--- src/rtl/seq_det_rr_arbiter.sv ---
// ---------------------------------------------------------------------------
// seq_det_rr_arbiter
//   One AA-BB-CC byte-sequence matcher shared among N_CH byte-stream
//   requesters. A round-robin arbiter grants one channel at a time for a
//   burst of up to BURST_LEN bytes. Each channel keeps its own 2-bit matcher
//   context, so a pattern split across bursts still matches.
//
// Ports
//   clk        in   1        clock
//   rst_n      in   1        asynchronous active-low reset
//   req        in   N_CH     req[i]=1: channel i presents a valid byte
//   data       in   N_CH*8   channel i byte on data[8*i+7:8*i]
//   gnt        out  N_CH     one-hot grant from registered state, 0 when idle
//   hit        out  1        1-cycle pulse: owner completed AA,BB,CC
//   hit_ch     out  CH_W     channel that produced hit (valid when hit=1)
//   cnt_clr    in   1        (SEQ_ARB_MATCH_CNT_EN only) clear match_cnt
//   match_cnt  out  16       (SEQ_ARB_MATCH_CNT_EN only) saturating hit count
//
// Build option
//   SEQ_ARB_MATCH_CNT_EN : adds the saturating hit counter and its ports.
// ---------------------------------------------------------------------------
module seq_det_rr_arbiter #(
    parameter int N_CH      = 4,
    parameter int BURST_LEN = 8,
    localparam int CH_W     = $clog2(N_CH)
) (
    input  logic                clk,
    input  logic                rst_n,
    input  logic [N_CH-1:0]     req,
    input  logic [N_CH*8-1:0]   data,
    output logic [N_CH-1:0]     gnt,
    output logic                hit,
    output logic [CH_W-1:0]     hit_ch
`ifdef SEQ_ARB_MATCH_CNT_EN
    ,
    input  logic                cnt_clr,
    output logic [15:0]         match_cnt
`endif
);

    localparam int CNT_W = $clog2(BURST_LEN + 1);

    typedef enum logic {S_IDLE, S_GRANT} state_t;
    typedef enum logic [1:0] {C_IDLE, C_AA, C_BB} ctx_t;

    state_t            state_q, state_d;
    logic [CH_W-1:0]   owner_q, owner_d;
    logic [CH_W-1:0]   last_owner_q, last_owner_d;
    logic [CNT_W-1:0]  count_q, count_d;
    ctx_t              ctx_q [N_CH];
    ctx_t              ctx_d [N_CH];
    logic              hit_q, hit_d;
    logic [CH_W-1:0]   hit_ch_q, hit_ch_d;

    logic              consume;
    logic              match;
    logic [7:0]        cur_byte;
    logic [CH_W-1:0]   rr_pick;
    logic              rr_found;

    // Round-robin pick: first requesting channel after last_owner, wrapping.
    always_comb begin
        rr_pick  = last_owner_q;
        rr_found = 1'b0;
        for (int i = 1; i <= N_CH; i++) begin
            if (!rr_found && req[(int'(last_owner_q) + i) % N_CH]) begin
                rr_pick  = CH_W'((int'(last_owner_q) + i) % N_CH);
                rr_found = 1'b1;
            end
        end
    end

    // Next-state logic: arbiter FSM, burst counter and owner's matcher context.
    always_comb begin
        // NOTE: every signal gets a default first so no path leaves it unassigned (no latches).
        state_d      = state_q;
        owner_d      = owner_q;
        last_owner_d = last_owner_q;
        count_d      = count_q;
        ctx_d        = ctx_q;
        consume      = 1'b0;
        match        = 1'b0;
        cur_byte     = data[{owner_q, 3'b000} +: 8];

        unique case (state_q)
            S_IDLE: begin
                if (|req) begin
                    owner_d = rr_pick;
                    state_d = S_GRANT;
                    count_d = '0;
                end
            end
            S_GRANT: begin
                if (req[owner_q]) begin
                    consume = 1'b1;
                    count_d = count_q + CNT_W'(1);
                    if (count_q == CNT_W'(BURST_LEN - 1)) begin
                        state_d      = S_IDLE;
                        last_owner_d = owner_q;
                    end
                end else begin
                    state_d      = S_IDLE;
                    last_owner_d = owner_q;
                end
            end
            default: state_d = S_IDLE;
        endcase

        // Matcher update, priority order: AA always restarts the pattern.
        if (consume) begin
            if (cur_byte == 8'hAA) begin
                ctx_d[owner_q] = C_AA;
            end else if (ctx_q[owner_q] == C_AA && cur_byte == 8'hBB) begin
                ctx_d[owner_q] = C_BB;
            end else if (ctx_q[owner_q] == C_BB && cur_byte == 8'hCC) begin
                ctx_d[owner_q] = C_IDLE;
                match          = 1'b1;
            end else begin
                ctx_d[owner_q] = C_IDLE;
            end
        end

        hit_d    = match;
        hit_ch_d = match ? owner_q : hit_ch_q;
    end

    // State registers.
    always_ff @(posedge clk or negedge rst_n) begin
        if (!rst_n) begin
            state_q      <= S_IDLE;
            owner_q      <= '0;
            last_owner_q <= CH_W'(N_CH - 1);
            count_q      <= '0;
            hit_q        <= 1'b0;
            hit_ch_q     <= '0;
            // NOTE: the per-channel contexts are live state, not a data RAM, so they take the reset too.
            for (int i = 0; i < N_CH; i++) ctx_q[i] <= C_IDLE;
        end else begin
            // NOTE: non-blocking assignments so every flop samples pre-edge values.
            state_q      <= state_d;
            owner_q      <= owner_d;
            last_owner_q <= last_owner_d;
            count_q      <= count_d;
            hit_q        <= hit_d;
            hit_ch_q     <= hit_ch_d;
            ctx_q        <= ctx_d;
        end
    end

    // Output logic: grant decoded from registered state only, so it drops
    // together with the asynchronous reset.
    always_comb begin
        gnt = '0;
        if (state_q == S_GRANT) gnt[owner_q] = 1'b1;
    end

    assign hit    = hit_q;
    assign hit_ch = hit_ch_q;

`ifdef SEQ_ARB_MATCH_CNT_EN
    logic [15:0] match_cnt_q, match_cnt_d;

    // Clear wins over a coincident hit; count sticks at all-ones.
    always_comb begin
        match_cnt_d = match_cnt_q;
        if (cnt_clr) begin
            match_cnt_d = '0;
        end else if (hit_q && match_cnt_q != 16'hFFFF) begin
            match_cnt_d = match_cnt_q + 16'd1;
        end
    end

    always_ff @(posedge clk or negedge rst_n) begin
        if (!rst_n) match_cnt_q <= '0;
        else        match_cnt_q <= match_cnt_d;
    end

    assign match_cnt = match_cnt_q;
`endif

endmodule

--- config.mk ---
export PLATFORM = sky130hd
export DESIGN_NAME = seq_det_rr_arbiter
export DESIGN_NICKNAME = d
export VERILOG_FILES = /design/src/rtl/seq_det_rr_arbiter.sv
export SDC_FILE = /design/constraint.sdc
export NUM_CORES = 1
export LEC_CHECK = 0
export BUFFER_PORTS_ARGS = -buffer_cell sky130_fd_sc_hd__buf_4
export CORE_ASPECT_RATIO = 1.25
export CORE_MARGIN = 2
export CORE_UTILIZATION = 45
export DETAILED_ROUTE_END_ITERATION = 10
export HOLD_SLACK_MARGIN = 0.03
export PLACE_DENSITY = 0.84
export SKIP_CTS_REPAIR_TIMING = 1
export SYNTH_ARGS = -nofsm -noshare
export SYNTH_HDL_FRONTEND = slang
export SYNTH_SLANG_ARGS = --single-unit
--- constraint.sdc ---
create_clock -name clk -period 2.5 [get_ports clk]
set_input_delay 0.125 -clock clk [delete_from_list [all_inputs] [get_ports clk]]
set_output_delay 0.125 -clock clk [all_outputs]
set_load 0.02 [all_outputs]
### Word level (Yosys, flattened, before mapping)

Index checks and enable logic that the tools add are counted.

| cells by class | value |
|---|---|
| bitwise logic cells | 14 |
| shift operators | 1 |
| $lt $le $gt $ge | 8 |
| reduce and logical (&&, ||, !) cells | 18 |
| equality and inequality tests | 9 |
| mux-type cells | 46 |
| add/subtract/negate cells | 5 |

Operators by type and width:

| cell | number |
|---|---|
| $shiftx A32 B6 Y8 | 1 |
| $eq A8 B8 Y1 const B | 3 |
| $mux W1 | 22 |
| $mux W2 | 9 |
| $lt A3 B4 Y1 const B | 4 |
| $mux W8 | 2 |
| $mux W4 | 3 |
| $bmux W1 S2 | 5 |
| $and A4 B4 Y4 | 2 |
| $and A8 B8 Y8 | 1 |
| $not A4 Y4 | 2 |
| $not A8 Y8 | 1 |
| $or A4 B4 Y4 | 2 |
| $pmux W4 S2 | 1 |
| $reduce_or A2 Y1 | 4 |
| $logic_and A1 B1 Y1 | 7 |
| $reduce_and A2 Y1 | 3 |
| $add A2 B1 Y2 const B | 2 |
| $add A2 B2 Y2 const B | 2 |
| $add A4 B1 Y4 const B | 1 |
| $and A1 B1 Y1 const A | 4 |
| $bmux W2 S2 | 1 |
| $demux W2 S2 | 1 |
| $eq A4 B3 Y1 const B | 1 |
| 14 further kinds | 17 |

| storage, ports and cells | value |
|---|---|
| flip-flop bits (word level) | 20 |

### Depth between registers and ports, before layout

Gate-level depths: netlist of run 1.

| depth | value |
|---|---|
| word-level depth | 16 |
| mapped depth | 6 |
| depth with buffers taken out | 6 |

### Worst setup path after synthesis of run 1

No wires, ideal clock.

| timing | value |
|---|---|
| kind | register to register |
| start point | register owner_q[0] |
| end point | register (tool-made name) |
| setup slack | 0.444 ns |
| arrival | 1.964 ns |
| clock period less this slack | 2.056 ns |
| cell stages (with the launch flop) | 6 |
| setup time | 0.092 ns |
| required time | 2.408 ns |
| cells stage by stage | dfrtp_1 buf_6 mux4_2 nand4bb_1 or4_4 o31ai_2 |

RTL lines:

| what | line | RTL |
|---|---|---|
| from (decl) | 47 | `logic [CH_W-1:0] owner_q, owner_d;` |
| from (signal assigned) | 141 | `owner_q <= owner_d;` |

==> run metrics, run 1 <==
final wirelength 3.25 mm; RR Startpoint owner_q[0]; Worst setup EP type flop; Clock power frac 11.0%; Seq pwr share 34.3%; Post-route DRC 0; 1st-iter DRT viols 44; Netlist cell types 38; Vias 1,152; floorplan row count 21; Placer Congestion 0.840; fin worst setup slack 0.251 ns; switch share 40.9%; Final HPWL DP 2.61 mm; Gate Count Post-Synth 119; mapped cell area 1270 sq um; Setup violations, final 0; Clock Tree Buf Depth 2; Power Density 852 nW/um^2; n_diodes 0; Startpoint Class flop; gr ovfl total 0; Crit Path Max Fanout 15; crit path from owner_q[0]; minimum clock period 2.25 ns; Layout Cell Area excl Fill 1690 sq um; core area 2680 sq um; Initial Util 47.4%; # nets final 208; Clock Pin Slew Worst Setup and Hold Paths 0.11 ns; RSZ-0062 raised after global routing false; max_cap viols 0; vias in the first global route 1,192; setup TNS 0 ns; clk sinks 20; dpl ws 0.273 ns; WL per Instance 16.1 microns; final hold vios 0; clock insertion delay at the later pin of the skew report 0.29 ns; largest net degree at the start of global routing 21; DIE WIDTH 51.5 microns; register area 503 sq um; outcome finished clean; CTS tree yes; Die Y 63.4 microns; Worst VDD drop 0.582 mV; CTS buffer count 3; Worst Max-Slew Pin Slew 0.513 ns; first-pass GRT wire length 5.53 mm; switching power 0.000588 W; syn nets 158; antenna-violating nets left 0; IO Pins 45; Worst R2R Setup Slack 0.25 ns; initial antenna violation count 0; Initial DRT Pass Iterations 4; CTS Root Cell clkbuf_4; die area 3270 sq um; placed cell area 1650 sq um; ys flop type dfrtp_1; Crit Path Class flop to flop; area occupied by multi-input gates 728 sq um; Internal 0.000849 W; syn_area_per_cell 10.7 sq um; H-tree levels 1; total track usage 22.3%; # fillers 237; Max Clk Rate 445 MHz; Setup Skew 0.000898 ns; async set-reset flop share out of synthesis 100%; FF+latch count, synth 20; Seq/Total Area, Yosys 39.6%; number of flops mapped to enable cells by yosys 0; Worst Reg-to-Reg Cells 6; warning count from the yosys run 0; CP arrival 2.46 ns; Area Overhead vs Synth 32.7%; layout cell share with drive strength beyond 1 42.3%; Hold Crit Class primary input to flop; number of port buffers 44; Logic pwr share 54.7%; Tcrit/Tclk final 89.9%; CP required 2.71 ns; leakage 0.789 nW; vias per cell 5.70; fin. max-slew vios 0; Max transition margin 65.5%
## cell usage after synthesis, types with 3 or more instances
master | instances | area, sq um
inv_1 | 3 | 11.3
nand2_1 | 19 | 71.3
mux2_2 | 8 | 90.1
dfrtp_1 | 18 | 450
nor2_1 | 10 | 37.5
o22ai_1 | 3 | 18.8
o21ai_1 | 3 | 15.0
nand4_1 | 3 | 18.8
nand2b_1 | 3 | 18.8
o21ai_0 | 5 | 25.0
mux4_2 | 7 | 158
## per-layer routing
metal | track usage (%) | routed length (microns) | part of all wire [%]
met5 | 0 | 0 | 0
met3 | 3.79 | 216 | 6.6
met1 | 27.9 | 1300 | 40
met4 | 7.57 | 84 | 2.6
met2 | 38.3 | 1650 | 51
## worst min-delay path by stage
stage                start         to  slack [ns]  depth (start not counted)
floorplan            rst_n  async pin       -0.17                          0
global route        req[0]    state_q        0.20                          3
finish              req[0]    state_q        0.18                          3
global placement     rst_n  async pin        0.02                          1
detailed placement   rst_n   ctx_q[4]        0.02                          1
CTS                  rst_n    state_q       -0.31                          1
## critical path: stages, from the launching register on
cell and delay (ns):
dfrtp_1 0.45, buf_4 0.23, inv_2 0.12, mux4_2 0.53, nand3b_1 0.17, or4_4 0.46, o31ai_2 0.20
## logic make-up (layout without fill, tap and decap cells)
family,after synthesis,in the layout,share of synthesized area [%]
buffers and inverters,8,57,3.05
adder cells (fa/ha/maj),1,1,0.985
XOR/XNOR,2,2,1.38
multiplexers,20,20,26.1
flip-flops,20,20,39.6
AO/OA/AOI/OAI,20,20,10.0
AND/OR/NAND/NOR,48,48,18.8
## placed cells by master (no fill, tap or decap), types with 2 or more instances in the layout
| master | instances |
|---|---|
| o21ai_1 | 3 |
| dfrtp_1 | 18 |
| mux2_2 | 8 |
| nand2b_1 | 3 |
| clkbuf_4 | 3 |
| buf_4 | 48 |
| nor3b_1 | 2 |
| nor3_1 | 2 |
| a31oi_1 | 2 |
| mux2i_1 | 2 |
| xor2_1 | 2 |
| nor4_1 | 2 |
| nand4_1 | 3 |
| mux4_1 | 2 |
| o21ai_0 | 5 |
| mux4_2 | 7 |
| inv_1 | 3 |
| nand2_1 | 19 |
| dfstp_2 | 2 |
| a22oi_1 | 2 |
| nor2_1 | 10 |
| o22ai_1 | 3 |
## final cells by class
type,instances,area share [%]
Multi-Input combinational cell,91,43.2
Tap cell,34,2.52
Inverter,4,0.891
Clock buffer,4,1.56
Sequential cell,20,29.8
Timing Repair Buffer,49,22.0
## per-stage QoR
| stage | instances | total power [W] | hold slack, ns | util (%) |
|---|---|---|---|---|
| 2_1_floorplan | 119 | 0.00104 | -0.171 | - |
| 3_3_place_gp | 197 | 0.00124 | 0.0151 | 61.5 |
| 3_5_place_dp | 197 | 0.00128 | 0.0201 | 61.5 |
| 4_1_cts | 201 | 0.00144 | -0.310 | 62.5 |
| 5_1_grt | 202 | 0.00155 | 0.196 | 62.9 |
| 6_report | 202 | 0.00144 | 0.183 | 62.9 |
## power groups by stage
stage	logic (W)	clock network, W	registers [W]
detailed placement	0.000782	0	0.000499
global placement	0.000753	0	0.000488
floorplan	0.000581	0	0.000456
finish	0.000785	0.000158	0.000493
global route	0.000869	0.000177	0.000507
CTS	0.000788	0.000161	0.000492
Power figures use the tool's default switching activity.
==> inputs of run 2 (changes only) <==
CORE_ASPECT_RATIO = unset   (was 1.25)
==> run metrics, run 2 (synthesis results as in run 1) <==
non-filler instance count after layout 198; CTS Root Cell clkbuf_4; initial antenna violation count 0; antenna-violating nets left 0; Die Y 57.1 microns; clk sinks 20; number of port buffers 44; layout cell share with drive strength beyond 1 42.5%; final hold vios 0; first-pass GRT wire length 5.13 mm; # nets final 207; Clock power frac 13.1%; Startpoint Class flop; minimum clock period 2.23 ns; Placer Congestion 0.882; CTS tree yes; outcome finished clean; switch share 40.8%; CP required 2.72 ns; CTS buffer count 3; Tcrit/Tclk final 89.2%; Power Density 868 nW/um^2; Hold Crit Class primary input to flop; Internal 0.000865 W; fin worst setup slack 0.271 ns; vias in the first global route 1,111; Seq pwr share 33.8%; Worst R2R Setup Slack 0.27 ns; RSZ-0062 raised after global routing false; H-tree levels 1; core area 2710 sq um; Setup Skew 0.00270 ns; Crit Path Class flop to flop; Worst VDD drop 0.623 mV; floorplan row count 19; largest net degree at the start of global routing 21; Initial DRT Pass Iterations 4; max_cap viols 0; setup TNS 0 ns; Vias 1,198; vias per cell 6.05; Post-route DRC 0; Max Clk Rate 449 MHz; Final HPWL DP 2.50 mm; switching power 0.000596 W; CP arrival 2.45 ns; Initial Util 46.9%; Logic pwr share 53.1%; Area Overhead vs Synth 32.6%; Worst setup EP type flop; most common cell after layout, fill and taps aside buf_4; clock insertion delay at the later pin of the skew report 0.31 ns; n_diodes 0; placed cell area 1640 sq um; Setup violations, final 0; Placed Instances 193; Max transition margin 57.5%; IO Pins 45; Crit Path Max Fanout 15; fin. max-slew vios 0; Clock Pin Slew Worst Setup and Hold Paths 0.11 ns; Layout Cell Area excl Fill 1680 sq um; dpl ws 0.311 ns; Clock Tree Buf Depth 2; commonest cells after routing, fill and taps aside 47 x buf_4, 19 x nand2_1, 18 x dfrtp_1, 10 x nor2_1, 8 x mux2_2; leakage 0.790 nW; Worst Max-Slew Pin Slew 0.632 ns; total track usage 20.0%; WL per Instance 16.0 microns; gr ovfl total 0; 1st-iter DRT viols 49; final wirelength 3.16 mm; die area 3260 sq um; DIE WIDTH 57.1 microns
[run 2: cell type report]
class	count	area [sq um]
clock buffers	4	36.3
fillers	228	1030
inverters	4	15.0
multi-input cells	91	728
flip-flops and latches	20	503
well taps	31	38.8
repair buffers	48	363
[run 2: worst paths after layout]
path,to,cells past startpoint,from
setup / recovery,flop,6,owner_q[0]
hold / removal,state_q,3,req[0]
setup reg to reg,flop,6,owner_q[0]
hold reg to reg,flop,2,flop
max in group asynchronous,last_owner_q[1],2,rst_n
min in group asynchronous,async pin,2,rst_n
[run 2: through the flow]
stage	utilization, %	hold WS [ns]	total power (W)
2_1_floorplan	-	-0.171	0.00104
3_3_place_gp	60.4	0.0142	0.00123
3_5_place_dp	60.4	0.0194	0.00126
4_1_cts	61.8	-0.316	0.00145
5_1_grt	62.1	0.175	0.00155
6_report	62.1	0.176	0.00146
[run 2: worst max-delay path, stage by stage (launching register included)]
cell and delay, ns:
dfrtp_1 0.46, buf_4 0.27, mux2i_1 0.17, o22ai_1 0.42
nand2_1 0.12, or4_4 0.53, o31ai_2 0.19
[run 2: power groups by stage]
stage / Clock (W) / Sequential [W] / Combinational, W
after floorplan: 0 / 0.000456 / 0.000581
after global placement: 0 / 0.000487 / 0.000741
after detailed placement: 0 / 0.000496 / 0.000766
after CTS: 0.000193 / 0.000490 / 0.000771
after global routing: 0.000212 / 0.000503 / 0.000836
final: 0.000191 / 0.000494 / 0.000776
[run 2: layer usage]
layer,track usage (%),routed length (microns)
met5,0,0
met4,3.99,20
met3,3.85,352
met2,34.5,1500
met1,26.5,1280
==> inputs of run 3 (changes only) <==
CORE_UTILIZATION = 44   (was 45)
PLACE_DENSITY = 0.73   (was 0.84)
clock period = 2 ns   (was 2.5 ns; I/O delays follow)
==> run metrics, run 3 (synthesis results as in run 1) <==
Internal 0.00129 W; number of port buffers 44; floorplan row count 19; total track usage 21.8%; layout cell share with drive strength beyond 1 50.8%; largest net degree at the start of global routing 21; Worst Reg-to-Reg Cells 6; fin. max-slew vios 0; outcome complete, but fails checks; Power Density 1150 nW/um^2; crit path from owner_q[0]; Vias 1,206; Worst VDD drop 0.745 mV; Clock Pin Slew Worst Setup and Hold Paths 0.12 ns; final hold vios 0; minimum clock period 2.14 ns; non-filler instance count after layout 214; # fillers 223; fin worst setup slack -0.144 ns; Post-route DRC 0; Final HPWL DP 2.59 mm; Setup violations, final 4; vias per cell 5.64; area occupied by multi-input gates 756 sq um; n_diodes 0; core area 2760 sq um; 1st-iter DRT viols 66; slowest stage delay, CP 0.53 ns; WL per Instance 16.2 microns; Worst Max-Slew Pin Slew 0.443 ns; switch share 39.0%; DIE WIDTH 57.7 microns; min-delay src req[0]; register area 504 sq um; RSZ-0062 raised after global routing true; leakage 0.866 nW; Seq pwr share 28.7%; clk sinks 20; gr ovfl total 0; Clock power frac 11.1%; Critical-path top delay cell mux4_2; Worst R2R Setup Slack -0.14 ns; max_cap viols 0; CTS Root Cell clkbuf_4; critical path depth in cells 6; Logic pwr share 60.3%; initial antenna violation count 0; RR Startpoint owner_q[0]; # nets final 223; Clock Tree Buf Depth 2; clock insertion delay at the later pin of the skew report 0.30 ns; CP required 2.22 ns; Worst setup EP type flop; Initial DRT Pass Iterations 6; Crit Path Class flop to flop; final wirelength 3.46 mm; Crit Path Max Fanout 6; IO Pins 45; Placed Instances 202; Max Clk Rate 467 MHz; Startpoint Class flop; violated checks setup timing; switching power 0.000829 W; Initial Util 46.1%; Area Overhead vs Synth 44.8%; die area 3330 sq um; hold_ws 0.140 ns; Max transition margin 70.2%; Setup Skew 0.00801 ns; Buf+Inv Stages, Crit Path 2; antenna-violating nets left 0; most common cell after layout, fill and taps aside buf_4; CP arrival 2.36 ns; CTS tree yes; Hold Crit Class primary input to flop; first-pass GRT wire length 5.55 mm; CTS buffer count 3; commonest cells after routing, fill and taps aside 62 x buf_4, 19 x nand2_1, 17 x dfrtp_1, 10 x nor2_1, 9 x mux4_2; Die Y 57.7 microns; Placer Congestion 0.950; Critical Path, Cell by Cell buf_6 > inv_4 > mux4_2 > nand3b_1 > or4_4 > o31ai_4; crit-path leading delay family simple AND/OR/NAND/NOR gates; H-tree levels 1; Tcrit/Tclk final 107%; vias in the first global route 1,232
-- run 3: worst min path at each step --
stage / slack (ns) / cells past startpoint / to
6_report: 0.14 / 3 / state_q
5_1_grt: 0.15 / 3 / state_q
4_1_cts: -0.35 / 1 / count_q[0]
3_5_place_dp: -0.003 / 1 / async pin
3_3_place_gp: -0.008 / 1 / async pin
2_1_floorplan: -0.20 / 0 / async pin
-- run 3: worst reg2reg max path: stages (launching register included) --
cell      delay, ns
dfrtp_2        0.45
buf_6          0.14
inv_4          0.05
mux4_2         0.53
nand3b_1       0.18
or4_4          0.53
o31ai_4        0.17
-- run 3: power by group through the flow --
stage / sequential [W] / clock [W] / combinational, W
6_report: 0.000608 / 0.000235 / 0.00128
5_1_grt: 0.000620 / 0.000255 / 0.00138
4_1_cts: 0.000606 / 0.000243 / 0.00108
3_5_place_dp: 0.000611 / 0 / 0.00108
3_3_place_gp: 0.000600 / 0 / 0.00106
2_1_floorplan: 0.000570 / 0 / 0.000726
-- run 3: through the flow --
| stage | setup WS (ns) | instance area [sq um] | total power, W | setup TNS, ns | utilization, % |
|---|---|---|---|---|---|
| floorplan | -0.0561 | 1270 | 0.00130 | -0.0561 | - |
| global placement | -0.0476 | 1710 | 0.00166 | -0.132 | 61.8 |
| detailed placement | -0.112 | 1710 | 0.00169 | -0.600 | 61.8 |
| CTS | -0.159 | 1740 | 0.00193 | -0.936 | 63.2 |
| global route | -0.185 | 1840 | 0.00226 | -1.17 | 66.7 |
| finish | -0.144 | 1840 | 0.00212 | -0.437 | 66.7 |
-- run 3: cell type report --
class	count	area share [%]
Timing Repair Buffer	64	26.5
Tap cell	31	2.11
Sequential cell	20	27.4
Clock buffer	4	1.97
Inverter	4	0.952
Multi-Input combinational cell	91	41.1
-- run 3: layer usage --
metal  track usage, %  wire length, microns  vias up
met4             6.31                    32        0
li1                 -                     -      575
met2             37.7                  1680       65
met3             3.79                   351        4
met1             28.0                  1400      562
met5                0                     0        -
